===== config.mk =====
export PLATFORM = sky130hd
export DESIGN_NAME = tnn_stream_ctrl
export DESIGN_NICKNAME = d
export VERILOG_FILES = /design/src/rtl/tnn_stream_pkg.sv /design/src/rtl/tnn_result_packer.sv /design/src/rtl/tnn_stream_ctrl.sv
export SDC_FILE = /design/constraint.sdc
export NUM_CORES = 2
export LEC_CHECK = 0
export BUFFER_PORTS_ARGS = -buffer_cell sky130_fd_sc_hd__clkbuf_2
export CAP_MARGIN = 20
export CORE_AREA = 2 2 298 300
export CTS_BUF_LIST = sky130_fd_sc_hd__clkbuf_2 sky130_fd_sc_hd__clkbuf_4 sky130_fd_sc_hd__clkbuf_8
export CTS_CLUSTER_DIAMETER = 100
export DETAILED_ROUTE_END_ITERATION = 16
export DIE_AREA = 0 0 300 302
export PLACE_DENSITY = 0.78
export REMOVE_ABC_BUFFERS = 1
export SYNTH_ARGS = -nofsm -noshare
export SYNTH_HDL_FRONTEND = slang
export SYNTH_SLANG_ARGS = --single-unit

===== constraint.sdc =====
create_clock -name clk_a1 -period 2.74 [get_ports clk_a1]
set_clock_uncertainty 0.1 [all_clocks]
set_input_delay 0.548 -clock clk_a1 [delete_from_list [all_inputs] [get_ports clk_a1]]
set_output_delay 0.548 -clock clk_a1 [all_outputs]
set_load 0.005 [all_outputs]

===== src/rtl/tnn_stream_pkg.sv =====
// Shared types and sizing helpers for the TNN stream controller and its result packer.
package tnn_stream_pkg;

    typedef enum logic [1:0] {
        ST_IDLE     = 2'd0,
        ST_BURST    = 2'd1,
        ST_WAIT_RES = 2'd2
    } tnn_state_t;

    // Number of result lanes in one packed output word.
    function automatic int pack_ratio(input int pack_w, input int res_w);
        return pack_w / res_w;
    endfunction

    // Bits needed to count 0..n-1 (never less than one).
    function automatic int cnt_width(input int n);
        return (n <= 2) ? 1 : $clog2(n);
    endfunction

endpackage


===== src/rtl/tnn_result_packer.sv =====
// Packs RES_W results little-endian into PACK_W words; the completed word lands in the output register one cycle after its last result.
// No backpressure to the core: a word completing while the output register is still unaccepted is dropped and flagged.
module tnn_result_packer
    import tnn_stream_pkg::*;
#(
    parameter int RES_W       = 64,
    parameter int PACK_W      = 512,
    parameter int RES_PER_IMG = 160
) (
    input  logic              clk_a1,
    input  logic              reset,
    input  logic              res_vld,
    input  logic [RES_W-1:0]  res_data,
    input  logic              out_rdy,
    output logic              out_vld,
    output logic [PACK_W-1:0] out_data,
    output logic              out_last,
    output logic              drop,
    output logic              img_done
);

    localparam int RATIO = pack_ratio(PACK_W, RES_W);
    localparam int LN_W  = cnt_width(RATIO);
    localparam int RC_W  = cnt_width(RES_PER_IMG);

    logic [LN_W-1:0]   lane;
    logic [RC_W-1:0]   res_cnt;
    logic [PACK_W-1:0] acc;
    logic [PACK_W-1:0] acc_nxt;
    logic              last_res;
    logic              word_done;
    logic              out_free;

    always_comb begin
        acc_nxt = acc;
        for (int i = 0; i < RATIO; i++) begin
            if (lane == LN_W'(i)) acc_nxt[i*RES_W +: RES_W] = res_data;
        end
        last_res  = (res_cnt == RC_W'(RES_PER_IMG - 1));
        word_done = res_vld && (last_res || lane == LN_W'(RATIO - 1));
        out_free  = !out_vld || out_rdy;
    end

    assign drop = word_done && !out_free;

    always_ff @(posedge clk_a1) begin
        if (reset) begin
            lane     <= '0;
            res_cnt  <= '0;
            acc      <= '0;
            out_vld  <= 1'b0;
            out_data <= '0;
            out_last <= 1'b0;
            img_done <= 1'b0;
        end else begin
            img_done <= 1'b0;
            if (out_vld && out_rdy) begin
                out_vld  <= 1'b0;
                out_last <= 1'b0;
            end
            if (res_vld) begin
                if (word_done) begin
                    // Lanes restart from zero so a short final word has zero padding.
                    acc  <= '0;
                    lane <= '0;
                    if (out_free) begin
                        out_vld  <= 1'b1;
                        out_data <= acc_nxt;
                        out_last <= last_res;
                    end
                end else begin
                    acc  <= acc_nxt;
                    lane <= lane + 1'b1;
                end
                res_cnt  <= last_res ? '0 : res_cnt + 1'b1;
                img_done <= last_res;
            end
        end
    end

endmodule


===== src/rtl/tnn_stream_ctrl.sv =====
// Bursts one image from the upstream FIFO into the core (data latency 1) and packs the core results for output.
// Bursts start only when a whole image is buffered; output backpressure never stalls the core, overruns set ovf_err.
module tnn_stream_ctrl
    import tnn_stream_pkg::*;
#(
    parameter int IN_W        = 64,
    parameter int RES_W       = 64,
    parameter int PACK_W      = 512,
    parameter int IMG_WORDS   = 1024,
    parameter int RES_PER_IMG = 160,
    parameter int LVL_W       = 12
) (
    input  logic              clk_a1,
    input  logic              reset,
    input  logic              enable,
    input  logic [LVL_W-1:0]  in_level,
    output logic              in_rd_en,
    input  logic              in_vld,
    input  logic [IN_W-1:0]   in_data,
    output logic              core_vld,
    output logic [IN_W-1:0]   core_data,
    input  logic              res_vld,
    input  logic [RES_W-1:0]  res_data,
    output logic              out_vld,
    output logic [PACK_W-1:0] out_data,
    output logic              out_last,
    input  logic              out_rdy,
    output logic [31:0]       img_cnt,
    output logic              ovf_err
);

    localparam int BC_W = cnt_width(IMG_WORDS);

    tnn_state_t      state;
    logic [BC_W-1:0] burst_cnt;
    logic            done_seen;
    logic            pk_vld;
    logic            pk_drop;
    logic            pk_done;

    // Results arriving with no image in flight are discarded.
    assign pk_vld = res_vld && (state != ST_IDLE);

    tnn_result_packer #(
        .RES_W       (RES_W),
        .PACK_W      (PACK_W),
        .RES_PER_IMG (RES_PER_IMG)
    ) u_packer (
        .clk_a1   (clk_a1),
        .reset    (reset),
        .res_vld  (pk_vld),
        .res_data (res_data),
        .out_rdy  (out_rdy),
        .out_vld  (out_vld),
        .out_data (out_data),
        .out_last (out_last),
        .drop     (pk_drop),
        .img_done (pk_done)
    );

    always_ff @(posedge clk_a1) begin
        if (reset) begin
            state     <= ST_IDLE;
            in_rd_en  <= 1'b0;
            burst_cnt <= '0;
            img_cnt   <= '0;
            done_seen <= 1'b0;
            ovf_err   <= 1'b0;
            core_vld  <= 1'b0;
            core_data <= '0;
        end else begin
            core_vld  <= in_vld;
            core_data <= in_data;
            if ((res_vld && state == ST_IDLE) || pk_drop) ovf_err <= 1'b1;
            case (state)
                ST_IDLE: begin
                    done_seen <= 1'b0;
                    if (enable && in_level >= LVL_W'(IMG_WORDS)) begin
                        state     <= ST_BURST;
                        in_rd_en  <= 1'b1;
                        burst_cnt <= BC_W'(IMG_WORDS - 1);
                    end
                end
                ST_BURST: begin
                    // A fast core may finish its results before the burst ends.
                    if (pk_done) done_seen <= 1'b1;
                    if (burst_cnt == '0) begin
                        state    <= ST_WAIT_RES;
                        in_rd_en <= 1'b0;
                        img_cnt  <= img_cnt + 32'd1;
                    end else begin
                        burst_cnt <= burst_cnt - 1'b1;
                    end
                end
                ST_WAIT_RES: begin
                    if (pk_done || done_seen) begin
                        state     <= ST_IDLE;
                        done_seen <= 1'b0;
                    end
                end
                default: state <= ST_IDLE;
            endcase
        end
    end

endmodule


Word level (Yosys, flattened, before mapping). Cells that the tools add are included.

Flip-flop bits (word level): 1150. Input port bits: 146. Output and inout port bits: 613. Word-level logic and storage cells: 93.

Mux-type cells: 32. Bitwise gates (word level): 1. Magnitude comparators: 1. Reductions and logical operators: 25. Equality and inequality tests: 15. Add/sub/neg operators: 4.

Operator list (number): $mux W512 (1); $mux W64 (8); $add A32 B1 Y32 const B (1); $mux W10 (2); $pmux W10 S2 (1); $reduce_and A3 Y1 (5); $eq A3 B3 Y1 const B (4); $ge A12 B11 Y1 const B (1); $mux W1 (12); $logic_not A10 Y1 (1); $sub A10 B1 Y10 const B (1); $add A8 B1 Y8 const B (1); $eq A8 B8 Y1 const B (1); $mux W8 (1); $eq A3 B2 Y1 const B (2); $logic_and A1 B1 Y1 (6); $mux W2 (3); $ne A2 B2 Y1 const B (3); $pmux W2 S3 (1); $logic_or A1 B1 Y1 (4); $ne A2 B1 Y1 const B (2); $reduce_bool A2 Y1 (2); $add A3 B1 Y3 const B (1); $eq A3 B1 Y1 const B (1); 12 further kinds (13).

Depth between registers and ports, before layout.
Word-level depth: 5. Depth in mapped cells: 9. Gate-level depth less buffers: 7.

Hierarchy. A second synthesis with hierarchy kept.

Cells, all modules: 4046. Area, all modules: 43700.7 um2.

By module, submodules not included: tnn_result_packer (seq. area each 20779.9 um2, cells each 3630, area each 39599.2 um2, times used 1); tnn_stream_ctrl (seq. area each 2242.2 um2, cells each 416, area each 4101.4 um2, times used 1).

Worst setup path before layout. No wires, ideal clock.

Kind: reg-to-reg. From: register burst_cnt[0]. To: register img_cnt[30]. Setup time: 121 ps. Slack: 29 ps. Data required time: 2519 ps. Period minus slack after synthesis: 2711 ps. Arrival: 2490 ps. Cell stages (with the launch flop): 10. Path buffers: 2. Path through: dfxtp_1 inv_1 ha_1 or3b_1 buf_6 or4_4 buf_6 or3_1 nor3_1 mux2_2.

Word-level cells in the longest chain between the ends: 2.

Ends and longest elaborated chain: start, declared (line tnn_stream_ctrl.sv:35) `logic [BC_W-1:0] burst_cnt;`; start signal, assigned (line tnn_stream_ctrl.sv:81) `burst_cnt <= BC_W'(IMG_WORDS - 1);`; start signal, assigned (line tnn_stream_ctrl.sv:92) `burst_cnt <= burst_cnt - 1'b1;`; $logic_not A10 Y1 (line tnn_stream_ctrl.sv:87) `if (burst_cnt == '0) begin`; $reduce_and A2 Y1 (no source line); end signal, assigned (line tnn_stream_ctrl.sv:90) `img_cnt <= img_cnt + 32'd1;`; end, declared (line tnn_stream_ctrl.sv:28) `output logic [31:0] img_cnt,`.

Every way passes these cells. A chain may end at the register's enable or synchronous reset.

Worst setup path after layout.
From: register burst_cnt[1]. To: register img_cnt[24].

Same word-level chain as after synthesis.

==> flow_summary_export.csv <==
group,metric,value,unit
clock_tree,htree_levels,4,
routing,routed_wl,144000,µm
hold_path,hp-class,"in -> reg",
place,dp_cells,5671,
floorplanning,die_w,300,µm
yosys,yosys.cell_types.count,49,
clock_tree,cts_setup_buffers,0,
clock_tree,cts_tree,"yes",
sta,hold_viol_final,0,
sta,max_freq,368,MHz
routing,vias,35800,
yosys,syn_area_per_cell,10.5,µm²
floorplanning,core,0.0876,mm²
setup_path,path_delay_family,"simple AND/OR/NAND/NOR gates",
clock_tree,numCtsBuffers,182,
sta,rsz0062_at_grt,"false",
floorplanning,num_rows,109,
finish,fin_cells,6110,
setup_path,required,3.42,ns
place,place_hpwl,87500,µm
sta,setup_viol,0,
clock_tree,clock-sinks,1150,
routing,wl_per_cell,23.6,µm
setup_path,cp-start-kind,"flip-flop",
yosys,ys.warnings.count,0,
setup_path,crit_arrival,3.40,ns
routing,post-route-drc-count,0,
yosys,ys_ff_latch,1150,
clock_tree,root_buffer,"clkbuf_8",
pwr,power_density,653,mW/mm²
setup_path,cp_common_cell,"or4_4",
floorplanning,ioPinCount,759,
yosys,synthArstFlopShare,0,
yosys,synth_area,0.0424,mm²
finish,fin_nets,4958,
yosys,yosys.area.top_type,"dfxtp_1",
setup_path,critPathCaptureType,"flip-flop",
yosys,synth_top_area_share,0.543,
sta,worst_hold_slack,0.0837,ns
setup_path,cp_slowest_stage_delay,0.60,ns
finish,area_delta_synth_final,24.8,%
sta,timing.final.crit_share,0.991,
sta,finalMaxSlewViolations,0,
sta,fin_crit,2.71,ns
setup_path,critPathMaxFanout,8,
flow_run,drv_cap,0,
routing,drt_iter0_drc,2793,
yosys,yosysSeqAreaShare,0.543,
floorplanning,die_h,302,µm
sta,slew_headroom,0.489,
clock_tree,clk_path_buf_depth,3,
sta,final.setup.tns,0,ns
run_status,status,"finished clean",
routing,viasPerCell,5.85,
yosys,synth_area_leaders,"dfxtp_1 54%, mux2i_1 12%, a22o_1 9.3%",
yosys,synth_edf_count,0,
global_route,grt_antenna_before_repair,8,
floorplanning,initial_core_util,0.484,
clock_tree,clkLatencyLatePin,0.86,ns
setup_path,crit_chain,"inv_1 -> ha_2 -> or3b_4 -> or4_4 -> or4_4 -> or3_1 -> a21oi_2",
global_route,grt_max_degree,117,
finish,drive_gt1_frac,0.250,
setup_path,path_class,"reg -> reg",
clock_tree,cts.clk_slew.worst_paths,0.06,ns
global_route,overflow,0,
yosys,synth_ff_type,"dfxtp_1",
sta,worst_slew_pin_slew,0.766,ns
yosys,synthCells,4044,
setup_path,path_buf_inv,1,
floorplanning,fp.dieArea,0.0906,mm²
pwr,p_leak,0.0216,µW
global_route,grt_pass1_wl,211000,µm
setup_path,slowest_stage,"or4_4",
place,io_buffers,748,
routing,firstDrtPassIters,7,
pwr,ir_drop,503,µV
place,place_congestion,0.853,
global_route,grt_usage,0.305,
global_route,grt_pass1_vias,34600,
routing,ant_nets,0,
==> layer usage <==
metal,vias up,global-route usage,share of wire
met5,-,0,0.000097
met4,2,0.159,0.048
met3,378,0.0771,0.084
met2,1702,0.496,0.47
met1,17400,0.373,0.40
li1,16200,-,-
==> sequential cells by signal (all words and copies together), names as in the netlist <==
register	cells
u_packer.out_vld	1
state	2
u_packer.acc	512
u_packer.img_done	1
ovf_err	1
img_cnt	32
core_data	64
u_packer.lane	3
burst_cnt	10
u_packer.res_cnt	8
u_packer.out_data	512
core_vld	1
in_rd_en	1
done_seen	1
u_packer.out_last	1
==> layout by cell type (no fill, tap or decap), types with 10 or more instances in the layout <==
| master | n |
|---|---|
| xor2_1 | 16 |
| buf_12 | 55 |
| a21oi_1 | 30 |
| nor2_4 | 15 |
| and2_1 | 65 |
| nor2_1 | 560 |
| clkinv_2 | 10 |
| nand4_1 | 18 |
| a211oi_1 | 513 |
| clkbuf_2 | 747 |
| xnor2_1 | 14 |
| inv_1 | 12 |
| dfxtp_1 | 1149 |
| buf_4 | 72 |
| clkbuf_8 | 217 |
| nor4_1 | 12 |
| clkbuf_4 | 77 |
| nand2_1 | 20 |
| a22o_1 | 448 |
| dlygate4sd3_1 | 113 |
| or3_1 | 11 |
| nand3_1 | 13 |
| nor3_1 | 12 |
| nor2b_1 | 134 |
| mux2i_1 | 514 |
==> stage by stage <==
step	cell area (µm²)	total power (µW)	util	setup WS [ns]
after global placement	47900	19300	0.547	0.0833
after detailed placement	47900	19300	0.547	0.0572
after CTS	52900	34700	0.604	0.0446
after floorplan	40800	18300	-	-53.86
final	52900	34500	0.604	0.0254
after global routing	52900	35600	0.604	0.00693
==> final cells by class <==
type                    count  area (µm²)
diodes                      5        12.5
repair buffers            988        6530
fillers                  7023       34700
flip-flops and latches   1150       23000
multi-input cells        2468       18000
well taps                1165        1460
clock buffers             294        3560
inverters                  13        48.8
clock inverters            27         305
==> worst paths after layout <==
kind                startpoint                     end  slack (ns)  depth (start not counted)
max               burst_cnt[1]             img_cnt[24]        0.03                          7
min                res_data[4]  u_packer.out_data[324]        0.08                          3
max reg2reg       burst_cnt[1]             img_cnt[24]        0.03                          7
min reg2reg  u_packer.acc[467]       u_packer.acc[467]        0.36                          1
==> where the power goes <==
| part | internal (µW) | switching, µW |
|---|---|---|
| logic | 773 | 1370 |
| clock network | 8620 | 6820 |
| registers | 16900 | 90.3 |
| total | 26300 | 8270 |
==> synthesized netlist by cell type, drive strengths merged (2+ instances only) <==
master	n
nor3	14
a31oi	3
a2111oi	2
or4	5
or3b	3
inv	13
ha	9
a21oi	31
a22o	448
or2	2
and3	6
o21ai	10
nor2b	137
nor2	575
mux2i	514
clkbuf	330
and4	3
nand2	23
nand3	13
xor2	16
a311oi	2
o21a	2
dfxtp	1150
nand4	18
o31ai	2
a31o	2
buf	83
a211oi	513
and2	65
xnor2	14
or3	13
nor4	13
==> tightest hold or removal path, stage by stage <==
cell and delay (ns):
clkbuf_2 0.18, mux2i_1 0.16, a211oi_1 0.09
==> repair_timing <==
action	in CTS	in global routing
setup endpoints to repair	0	6
hold buffers	113	0
gates resized for setup	0	7
hold endpoints to repair	296	0
==> cell families (layout without fill, tap and decap cells) <==
logic type      after synthesis  in the layout  synth area share
buf+inv                     426           1322            0.0381
xor+xnor                     30             30           0.00620
fa+ha+maj                     9              9           0.00266
compound gates             1021           1021             0.192
flops                      1150           1150             0.543
simple gates                893            893            0.0965
mux                         515            515             0.122
other cells                   0              5                 0
No activity file was read; power rests on OpenSTA's default activity.
